## config.mk

```make
export PLATFORM = sky130hd
export DESIGN_NAME = ysyx_24080006_mem_arb
export DESIGN_NICKNAME = d
export VERILOG_FILES = /design/src/rtl/ysyx_24080006_mem_arb.sv
export SDC_FILE = /design/constraint.sdc
export NUM_CORES = 1
export LEC_CHECK = 0
export ABC_AREA = 1
export CAP_MARGIN = 10
export CORE_MARGIN = 10
export CORE_UTILIZATION = 29
export CTS_CLUSTER_DIAMETER = 100
export DETAILED_ROUTE_END_ITERATION = 8
export PLACE_DENSITY = 0.79
export SLEW_MARGIN = 20
export SYNTH_ARGS = -nofsm -noshare
export SYNTH_HDL_FRONTEND = slang
export SYNTH_SLANG_ARGS = --single-unit
```

## constraint.sdc

```tcl
create_clock -name clock -period 1.7 [get_ports clock]
set_input_delay 0.51 -clock clock [delete_from_list [all_inputs] [get_ports clock]]
set_output_delay 0.51 -clock clock [all_outputs]
set_load 0.03 [all_outputs]
```

## src/rtl/ysyx_24080006_mem_arb.sv

```systemverilog
// Shares the single memory port between instruction fetch (m0, read-only) and load/store (m1).
// Only one transaction is in flight at a time; the owner is held from acceptance to response handshake.
module ysyx_24080006_mem_arb #(
   parameter int AW       = 32,
   parameter int DW       = 32,
   parameter int LSU_PRIO = 1
) (
   input  logic              clock,
   input  logic              reset,

   input  logic              m0_req_valid,
   output logic              m0_req_ready,
   input  logic [AW-1:0]     m0_addr,
   output logic              m0_resp_valid,
   input  logic              m0_resp_ready,
   output logic [DW-1:0]     m0_rdata,
   output logic              m0_err,

   input  logic              m1_req_valid,
   output logic              m1_req_ready,
   input  logic [AW-1:0]     m1_addr,
   input  logic              m1_we,
   input  logic [DW-1:0]     m1_wdata,
   input  logic [DW/8-1:0]   m1_wstrb,
   output logic              m1_resp_valid,
   input  logic              m1_resp_ready,
   output logic [DW-1:0]     m1_rdata,
   output logic              m1_err,

   output logic              s_req_valid,
   input  logic              s_req_ready,
   output logic [AW-1:0]     s_addr,
   output logic              s_we,
   output logic [DW-1:0]     s_wdata,
   output logic [DW/8-1:0]   s_wstrb,
   input  logic              s_resp_valid,
   output logic              s_resp_ready,
   input  logic [DW-1:0]     s_rdata,
   input  logic              s_err
);

   typedef enum logic [1:0] {
      IDLE = 2'd0,
      REQ  = 2'd1,
      RESP = 2'd2
   } state_e;

   state_e            state_q, state_d;
   logic              owner_q, owner_d;
   logic              last_grant_q, last_grant_d;
   logic              s_req_valid_q, s_req_valid_d;
   logic [AW-1:0]     s_addr_q, s_addr_d;
   logic              s_we_q, s_we_d;
   logic [DW-1:0]     s_wdata_q, s_wdata_d;
   logic [DW/8-1:0]   s_wstrb_q, s_wstrb_d;

   logic              is_idle, is_resp, any_req, win, owner_resp_ready;

   // Winner is only meaningful in IDLE; on a tie, round-robin favours the master not granted last.
   always_comb begin
      is_idle = (state_q == IDLE);
      is_resp = (state_q == RESP);
      any_req = m0_req_valid | m1_req_valid;
      win     = m1_req_valid;
      if (m0_req_valid && m1_req_valid) begin
         win = (LSU_PRIO != 0) ? 1'b1 : ~last_grant_q;
      end
   end

   assign m0_req_ready     = is_idle & any_req & ~win;
   assign m1_req_ready     = is_idle & any_req & win;
   assign owner_resp_ready = owner_q ? m1_resp_ready : m0_resp_ready;

   always_comb begin
      state_d       = state_q;
      owner_d       = owner_q;
      last_grant_d  = last_grant_q;
      s_req_valid_d = s_req_valid_q;
      s_addr_d      = s_addr_q;
      s_we_d        = s_we_q;
      s_wdata_d     = s_wdata_q;
      s_wstrb_d     = s_wstrb_q;
      case (state_q)
         IDLE: begin
            if (any_req) begin
               state_d       = REQ;
               owner_d       = win;
               last_grant_d  = win;
               s_req_valid_d = 1'b1;
               if (win) begin
                  s_addr_d  = m1_addr;
                  s_we_d    = m1_we;
                  s_wdata_d = m1_wdata;
                  s_wstrb_d = m1_wstrb;
               end else begin
                  s_addr_d  = m0_addr;
                  s_we_d    = 1'b0;
                  s_wdata_d = '0;
                  s_wstrb_d = '0;
               end
            end
         end
         REQ: begin
            if (s_req_ready) begin
               state_d       = RESP;
               s_req_valid_d = 1'b0;
            end
         end
         RESP: begin
            if (s_resp_valid && owner_resp_ready) begin
               state_d = IDLE;
            end
         end
         default: begin
            state_d       = IDLE;
            s_req_valid_d = 1'b0;
         end
      endcase
   end

   // Reset drops any in-flight transaction and clears the outgoing request payload.
   always_ff @(posedge clock) begin
      if (reset) begin
         state_q       <= IDLE;
         owner_q       <= 1'b0;
         last_grant_q  <= 1'b0;
         s_req_valid_q <= 1'b0;
         s_addr_q      <= '0;
         s_we_q        <= 1'b0;
         s_wdata_q     <= '0;
         s_wstrb_q     <= '0;
      end else begin
         state_q       <= state_d;
         owner_q       <= owner_d;
         last_grant_q  <= last_grant_d;
         s_req_valid_q <= s_req_valid_d;
         s_addr_q      <= s_addr_d;
         s_we_q        <= s_we_d;
         s_wdata_q     <= s_wdata_d;
         s_wstrb_q     <= s_wstrb_d;
      end
   end

   assign s_req_valid = s_req_valid_q;
   assign s_addr      = s_addr_q;
   assign s_we        = s_we_q;
   assign s_wdata     = s_wdata_q;
   assign s_wstrb     = s_wstrb_q;

   // Response path is a pure pass-through to the owner; the other master sees zeros.
   assign s_resp_ready  = is_resp & owner_resp_ready;
   assign m0_resp_valid = is_resp & ~owner_q & s_resp_valid;
   assign m1_resp_valid = is_resp & owner_q & s_resp_valid;
   assign m0_rdata      = (is_resp && !owner_q) ? s_rdata : '0;
   assign m1_rdata      = (is_resp && owner_q) ? s_rdata : '0;
   assign m0_err        = is_resp & ~owner_q & s_err;
   assign m1_err        = is_resp & owner_q & s_err;

endmodule

```

==> impl_metrics.json <==
{
  "status": "finished with violations",
  "failed_checks": "setup timing",
  "period_share": 1.155,
  "die-area_um2": 16460,
  "grt_pass1_wl_um": 22940,
  "portBuffers": 282,
  "track_usage": 0.1728,
  "clock-sinks": 73,
  "cts_buffers": 9,
  "wl_um": 15540,
  "fin_area_um2": 6988,
  "hold_viol_final": 0,
  "ys_seq_area_frac": 0.4297,
  "synth-warning-count": 0,
  "syn_area_per_cell_um2": 6.240,
  "ys_types": 16,
  "arrival_ps": 1450,
  "tightest_slew_ps": 381.7,
  "relSlewSlack": 0.7456,
  "drt_pass1_iterations": 4,
  "ys_ff_latch": 73,
  "grt_pass1_vias": 4344,
  "clockBufferDepth": 2,
  "max_freq_mhz": 509.3,
  "drt_iter0_markers": 144,
  "row_count": 39,
  "setup_violations": 71,
  "hp-class": "flip-flop to flip-flop",
  "die_y_um": 128.3,
  "report.final.slew_viol_count": 0,
  "maxCapViolCount": 0,
  "gr-total-overflow": 0,
  "ant_nets": 0,
  "drc": 0,
  "io_pins": 283,
  "antenna_found_initial": 0,
  "synth_nets": 687,
  "die_w_um": 128.3,
  "layout_min_cycle_time_ps": 1964,
  "place_area_um2": 6212,
  "worstPathRequired_ps": 1190,
  "power.leakage_nw": 3.423,
  "final_util": 0.6094,
  "drive_gt1_frac": 0.2071,
  "critPathMaxFanout": 17,
  "avgViaCountPerCell": 4.454,
  "clk_latency_ps": 330,
  "fin_ws_ps": -263.6,
  "fin_worst_skew_ps": 5.376,
  "n_antenna_cell": 0,
  "path_class": "flip-flop to primary output",
  "cts-root-buf": "clkbuf_16",
  "routedWlPerCell_um": 15.81,
  "critPathCaptureType": "primary output",
  "hold_slack_ps": 454.7,
  "cts_tree": "done",
  "grt_start_max_net_pins": 46,
  "dp_hpwl_um": 11720,
  "syn_area_um2": 3401,
  "ctsHoldBuffers": 0,
  "cellPowerDensity_nw_per_um2": 798.9,
  "vdd_ir_drop_max_mv": 0.5032,
  "core_um2": 11470,
  "nNetsFinal": 977,
  "initial_utilization": 0.2966,
  "worstSetupStartpointType": "flip-flop",
  "htree_num_levels": 3,
  "rsz0062_at_grt": "yes",
  "clk_pin_slew_worst_paths_ps": 60,
  "syn_inst": 545,
  "vias": 4378,
  "num-fill-cells": 1053,
  "tns_ps": -13470,
  "routabilityCongestion": 0.7683,
  "areaGrowthSynthToFinish_pct": 105.5
}
==> power breakdown <==
part | total, mW | switching [mW] | leakage (nW) | internal (mW)
registers | 1.91 | 0.0635 | 0.600 | 1.85
logic | 1.61 | 0.898 | 2.66 | 0.711
clock network | 2.06 | 0.736 | 0.163 | 1.33
==> state kept, by name (all words and copies together), names as in the netlist <==
| name | flops |
|---|---|
| s_addr | 32 |
| s_req_valid | 1 |
| s_we | 1 |
| owner_q | 1 |
| s_wdata | 32 |
| s_wstrb | 4 |
| state_q | 2 |
==> cell usage in the layout (no fill, tap or decap), types with 3 or more instances in the layout <==
cell	Yosys	layout
a21oi_1	73	72
buf_12	0	5
buf_4	2	61
buf_6	2	36
clkbuf_16	0	9
clkdlybuf4s50_1	0	136
clkinv_4	0	3
dfxtp_1	73	71
dlygate4sd2_1	0	71
inv_1	41	37
inv_2	1	4
nand2_1	244	237
nand2_2	0	5
nor2_1	70	38
nor2_2	2	12
nor2_4	0	22
==> final timing paths <==
kind | depth (start not counted) | slack, ps | to | start
max reg2reg | 12 | 30 | state_q[1] | owner_q
max | 6 | -260 | m0_rdata[9] | state_q[1]
min | 2 | 450 | s_addr[25] | s_addr[25]
min reg2reg | 2 | 450 | s_addr[25] | s_addr[25]
==> per-stage QoR <==
| stage | setup slack [ps] | instances | power [mW] |
|---|---|---|---|
| 2_1_floorplan | -120.7 | 545 | 2.715 |
| 3_3_place_gp | -386.4 | 950 | 3.488 |
| 3_5_place_dp | -410.4 | 950 | 3.503 |
| 4_1_cts | -231.5 | 981 | 5.596 |
| 5_1_grt | -303.3 | 983 | 5.835 |
| 6_report | -263.6 | 983 | 5.583 |
==> cell type report <==
class	instances	area, um^2	share of cell area
clock buffer	10	239.0	0.03420
clock inverter	6	91.34	0.01307
inverter	42	160.2	0.02292
multi-input combinational	395	1833	0.2623
sequential	73	1464	0.2095
tap	143	178.9	0.02560
timing repair buffer	314	3022	0.4324
==> synth_stat cells, drive strengths merged <==
master,n,area [um^2]
dfxtp,73,1461
o21ai,2,21.27
nor2,72,275.3
inv,42,157.7
and3,1,6.260
clkbuf,10,37.54
nand3,2,10.01
nand2,244,915.9
nand3b,1,7.510
a21oi,73,365.4
buf,25,142.6
==> metal layers <==
layer,part of all wire,track usage
met1,0.36,0.1687
met2,0.52,0.3189
met3,0.097,0.07072
met4,0.018,0.06093
met5,0,0
==> cells by family (layout without fill, tap and decap cells) <==
family          count (synthesis)  count (layout)  synth area share
compound gates                 75              75            0.1137
buf+inv                        77             372           0.09934
flops                          73              73            0.4297
simple gates                  320             320            0.3572
==> critical path: stages, from the launching register on <==
cell     delay [ps]
dfxtp_2         340
inv_2            50
nor2_4          130
nand2_4         120
buf_16          180
nor2_1          120
buf_4           180
==> timing repair <==
| item | in CTS | in global routing |
|---|---|---|
| setup buffers | 13 | 6 |
| cloned | 2 | 0 |
| endpoints found under the setup margin | 153 | 72 |
| pin swaps | 5 | 7 |
| resized for setup | 132 | 57 |
(Power assumes the default switching activity.)
